--- src/rtl/crp16_boot_controller.sv ---
// CRP16 boot controller: loads a program image into dual-port RAM, then hands the RAM to the CPU datapath.
// Optional build macro CRP16_BOOT_CHECKSUM_EN adds a 16-bit running sum of the loaded words.
module crp16_boot_controller (
    input  logic        clock,
    input  logic        reset,
    input  logic        load_start,
    input  logic        load_valid,
    input  logic [15:0] load_data,
    output logic        load_ready,
    input  logic        load_done,
    input  logic        run_req,
    input  logic        halt_req,
    input  logic [15:0] cpu_instr_view,
    input  logic [15:0] cpu_address_a,
    input  logic [15:0] cpu_address_b,
    input  logic [15:0] cpu_data_a,
    input  logic [15:0] cpu_data_b,
    input  logic        cpu_wren_a,
    input  logic        cpu_wren_b,
    output logic [15:0] cpu_q_a,
    output logic [15:0] cpu_q_b,
    output logic [15:0] address_a,
    output logic [15:0] address_b,
    output logic [15:0] data_a,
    output logic [15:0] data_b,
    output logic        wren_a,
    output logic        wren_b,
    input  logic [15:0] q_a,
    input  logic [15:0] q_b,
    input  logic [15:0] dbg_addr,
    output logic [15:0] dbg_q,
    output logic        cpu_reset,
    output logic [1:0]  state,
    output logic [15:0] load_count,
    output logic        load_wrap,
    output logic [15:0] load_checksum
);

    typedef enum logic [1:0] {
        ST_IDLE    = 2'b00,
        ST_LOAD    = 2'b01,
        ST_RUN     = 2'b10,
        ST_STOPPED = 2'b11
    } state_t;

    localparam logic [15:0] STOP_INSTR = 16'h8000;

    state_t      state_q;
    logic [15:0] load_count_q;
    logic [15:0] load_count_d;
    logic        load_wrap_q;
    logic        run_mode;
    logic        accept;
    logic        enter_load;

    // Loader handshake: a word moves when load_valid and load_ready are both high in the
    // same cycle; load_ready is high only in LOAD and is forced low while reset is sampled,
    // so an in-flight word is neither written nor counted.
    assign run_mode     = (state_q == ST_RUN);
    assign load_ready   = (state_q == ST_LOAD) && !reset;
    assign accept       = load_valid && load_ready;
    assign load_count_d = load_count_q + 16'd1;
    assign enter_load   = !reset && load_start &&
                          ((state_q == ST_IDLE) || ((state_q == ST_STOPPED) && !halt_req));

    always_ff @(posedge clock) begin
        if (reset) begin
            state_q      <= ST_IDLE;
            load_count_q <= 16'h0000;
            load_wrap_q  <= 1'b0;
        end else begin
            if (accept) begin
                load_count_q <= load_count_d;
                if (load_count_q == 16'hFFFF) begin
                    load_wrap_q <= 1'b1;
                end
            end
            if (enter_load) begin
                load_count_q <= 16'h0000;
                load_wrap_q  <= 1'b0;
            end
            case (state_q)
                ST_IDLE: begin
                    if (load_start) begin
                        state_q <= ST_LOAD;
                    end else if (run_req) begin
                        state_q <= ST_RUN;
                    end
                end
                ST_LOAD: begin
                    if (load_done) begin
                        state_q <= ST_IDLE;
                    end
                end
                ST_RUN: begin
                    if (halt_req) begin
                        state_q <= ST_IDLE;
                    end else if (cpu_instr_view == STOP_INSTR) begin
                        state_q <= ST_STOPPED;
                    end
                end
                ST_STOPPED: begin
                    if (halt_req) begin
                        state_q <= ST_IDLE;
                    end else if (load_start) begin
                        state_q <= ST_LOAD;
                    end else if (run_req) begin
                        state_q <= ST_RUN;
                    end
                end
                default: state_q <= ST_IDLE;
            endcase
        end
    end

`ifdef CRP16_BOOT_CHECKSUM_EN
    logic [15:0] checksum_q;

    always_ff @(posedge clock) begin
        if (reset || enter_load) begin
            checksum_q <= 16'h0000;
        end else if (accept) begin
            checksum_q <= checksum_q + load_data;
        end
    end

    assign load_checksum = checksum_q;
`else
    assign load_checksum = 16'h0000;
`endif

    // Datapath owns both RAM ports only while running; otherwise port A is the loader and port B is debug readback.
    assign address_a = run_mode ? cpu_address_a : load_count_q;
    assign data_a    = run_mode ? cpu_data_a    : load_data;
    assign wren_a    = run_mode ? (cpu_wren_a && !reset) : accept;
    assign address_b = run_mode ? cpu_address_b : dbg_addr;
    assign data_b    = run_mode ? cpu_data_b    : 16'h0000;
    assign wren_b    = run_mode && cpu_wren_b && !reset;

    assign cpu_q_a    = q_a;
    assign cpu_q_b    = q_b;
    assign dbg_q      = q_b;
    assign cpu_reset  = !run_mode || reset;
    assign state      = state_q;
    assign load_count = load_count_q;
    assign load_wrap  = load_wrap_q;

endmodule
--- config.mk ---
export PLATFORM = sky130hd
export DESIGN_NAME = crp16_boot_controller
export DESIGN_NICKNAME = d
export VERILOG_FILES = /design/src/rtl/crp16_boot_controller.sv
export SDC_FILE = /design/constraint.sdc
export NUM_CORES = 1
export LEC_CHECK = 0
export BUFFER_PORTS_ARGS = -buffer_cell sky130_fd_sc_hd__buf_2
export CELL_PAD_IN_SITES_DETAIL_PLACEMENT = 1
export CELL_PAD_IN_SITES_GLOBAL_PLACEMENT = 2
export CORE_ASPECT_RATIO = 1.4
export CORE_MARGIN = 4
export CORE_UTILIZATION = 13
export CTS_BUF_LIST = sky130_fd_sc_hd__clkbuf_8
export DETAILED_ROUTE_END_ITERATION = 10
export PLACE_DENSITY = 0.82
export SYNTH_ARGS = -nofsm -noshare
export SYNTH_HDL_FRONTEND = slang
export SYNTH_SLANG_ARGS = --single-unit
export TNS_END_PERCENT = 50
--- constraint.sdc ---
create_clock -name clock -period 2.7 [get_ports clock]
set_input_delay 0.81 -clock clock [delete_from_list [all_inputs] [get_ports clock]]
set_output_delay 0.81 -clock clock [all_outputs]
set_load 0.02 [all_outputs]
==> results.ini <==
[outcome]
status=complete, no violations

[synthesis]
synth_top_family_by_area=buffers and inverters
synth_compound_area_share_pct=5.327
syn_inst=262
synth_mux_area_share_pct=24.44
ys.flop_type=dfxtp_1
synth.most_common_cell=buf_4
synth_area_leaders=mux2_2, buf_4, dfxtp_1, and2_1, nor2_1
synth_commonest_cells=buf_4, mux2_2, dfxtp_1, nor2_1, and2_1
synthAdderAreaFrac_pct=0.5790
synth_edf_count=0
ys_seq_elements=19
avgSynthCellArea_sq_um=8.247
yosys.area_share.simple_pct=21.89
async_flop_share_pct=0
synth_top_area_cell=mux2_2
synth_top_cell_area_share_pct=23.97
ys_seq_area_share_pct=17.60
synth_cell_types=40
ys_warn_count=0
synthXorXnorAreaFrac_pct=4.053
syn_area_sq_um=2161

[placement]
dp_hpwl_mm=9.039
dp.cells=612
portBuffers=207
gp_congestion=0.6978

[clock_network]
cts_root_buffer=clkbuf_8
cts_sinks=19
clk_pin_slew_ns=0.08
post_cts_buffers=0
numCtsBuffers=3
cts_resized=0
cts.path.max_buffers=2
h-tree-depth=1
clk_latency_ns=0.26
tritoncts=done
hold_buffers=0

[global_routing]
antenna_found_initial=0
grt_pass1_wl_mm=13.68
track_usage_pct=9.522
grt_overflow=0
first_global_vias=2484
grt_max_degree=38

[worst_setup_path]
cp_max_fo=37
endpoint_kind=output port
critical_path_arrival_ns=1.65
cp_num_buf_inv=3
cp_cell_sequence=inv_1, nor2_4, buf_12, mux2_2, buf_2
r2r_start=state[0]$_SDFFE_PP0P_
crit_path_start=state[1]$_SDFFE_PP0P_
reg2regPathDepth=5
r2r_slack_ns=0.92
startpoint_type=flop
path_delay_family=buffers and inverters
cp_slowest_stage_delay_ns=0.39
cpMaxStageDelayCell=mux2_2
worst-path-stages=5
timing_worst_setup_path_type=flop to output port
endpoint=address_b[12]
required_ns=1.89
timing.rr.end=load_count[14]$_SDFFE_PP0P_

[finish]
final_core_util_pct=19.01
drive_gt1_share_pct=63.79
final_nets=572
antenna_cells=0
synthToLayoutAreaGrowth_pct=42.85
instances_no_fill=616

[power_and_ir_drop]
ir_drop_mv=0.1428
p_leak_uw=0.001577
pwr-share-clk_pct=22.7
pwr-share-seq_pct=32.6
p_sw_uw=318.9
cellPowerDensity_nw_per_um2=284.9
switching_share_pct=36.26
power_frac_comb_pct=44.7
p_int_uw=560.5

[floorplan]
fp.coreArea_sq_um=16240
fp.dieW_um=117.0
initial_core_util_pct=13.31
die_h_um=160.5
die_area_sq_um=18780
row_count=55
ios=304

[timing]
worstMarginPinSlew_ns=0.4937
worst_clock_skew_ns=0.003906
max_slew_margin_pct=66.78
slew_viol_final=0
hold_ws_ns=0.4816
setup_tns_ns=0
rsz0062_at_grt=false
max_freq_mhz=405.9
fin_crit_ns=2.464
setup_viol=0
fin_crit_sh_pct=91.25
hold_violations=0

[run]
cap_violations=0

[hold_path]
hold_path_class=flop to flop

[route]
avgViaCountPerCell=3.963
wirelength_mm=10.16
final_antenna_net_count=0
drtIter0Drc=73
drtPass1Iterations=4
vias=2441
route.detailed.wl_per_inst_um=16.49
drc_errors=0

==> power by group through the flow <==
stage	clock, uW	sequential, uW	combinational, uW
5_1_grt	221	287	424
3_3_place_gp	0	293	395
3_5_place_dp	0	293	397
2_1_floorplan	0	296	335
4_1_cts	210	287	399
6_report	200	287	393
==> cells in the final DEF (no fill, tap or decap), types with 3 or more instances in the layout <==
master,Yosys,final
buf_2,7,207
mux2_2,46,46
dfxtp_1,19,19
and2_1,16,16
nor2_1,17,16
conb_1,1,16
nand2_1,9,9
inv_1,6,7
nor4_1,7,7
o21ai_0,6,6
a21oi_1,6,6
nand3_1,6,6
nand4_1,6,6
xnor2_1,6,6
or3_1,4,4
xor2_1,4,4
buf_4,64,4
nor3b_1,3,3
clkbuf_8,0,3
==> sequential cells by signal, summed over array words and instances, names as in the netlist <==
name,cells
load_count,16
load_wrap,1
state,2
==> through the flow <==
step	setup WS [ns]	cell area [sq um]	total power, uW
floorplan	0.1144	2217	631.2
global placement	0.2558	3042	688.1
detailed placement	0.2391	3042	690.8
CTS	0.2189	3087	895.0
global route	0.1313	3087	932.3
finish	0.2362	3087	879.3
==> worst min-delay path: cells and delay by family (launching register included) <==
kind / cells / cell delay, ns
AOI/OAI and AO/OA: 1 / 0.04
and+or+nand+nor: 1 / 0.07
DFF: 1 / 0.33
==> metal layers <==
metal / routed length [um] / global-route usage, % / share of wire (%) / up-vias
li1: - / - / - / 1138
met4: 257 / 2.660 / 2.5 / 0
met5: 0 / 0 / 0 / -
met1: 3103 / 8.751 / 31 / 1089
met2: 4991 / 17.71 / 49 / 186
met3: 1804 / 5.126 / 18 / 28
==> cell type report <==
type / count / area (sq um)
fillers: 2025 / 13150
flip-flops and latches: 19 / 380.4
inverters: 6 / 22.52
repair buffers: 213 / 1106
well taps: 199 / 249.0
clock inverters: 1 / 3.754
multi-input cells: 175 / 1284
clock buffers: 3 / 41.29
==> worst min path at each step <==
| stage | from | to | slack (ns) | cells after the start |
|---|---|---|---|---|
| after floorplan | load_count[12]$_SDFFE_PP0P_ | load_count[12]$_SDFFE_PP0P_ | 0.55 | 1 |
| after global placement | load_wrap$_SDFFE_PP0P_ | load_wrap$_SDFFE_PP0P_ | 0.46 | 2 |
| after detailed placement | load_wrap$_SDFFE_PP0P_ | load_wrap$_SDFFE_PP0P_ | 0.46 | 2 |
| after CTS | load_wrap$_SDFFE_PP0P_ | load_wrap$_SDFFE_PP0P_ | 0.48 | 2 |
| after global routing | load_wrap$_SDFFE_PP0P_ | load_wrap$_SDFFE_PP0P_ | 0.53 | 2 |
| final | load_wrap$_SDFFE_PP0P_ | load_wrap$_SDFFE_PP0P_ | 0.48 | 2 |
==> cell families (layout without fill, tap and decap cells) <==
family,after synthesis,count (layout)
AO/OA/AOI/OAI,19,19
XOR/XNOR,10,10
adder cells (fa/ha/maj),1,1
buffers and inverters,83,223
flip-flops,19,19
multiplexers,47,47
other,1,16
AND/OR/NAND/NOR,82,82
No activity file was read; power rests on OpenSTA's default activity.
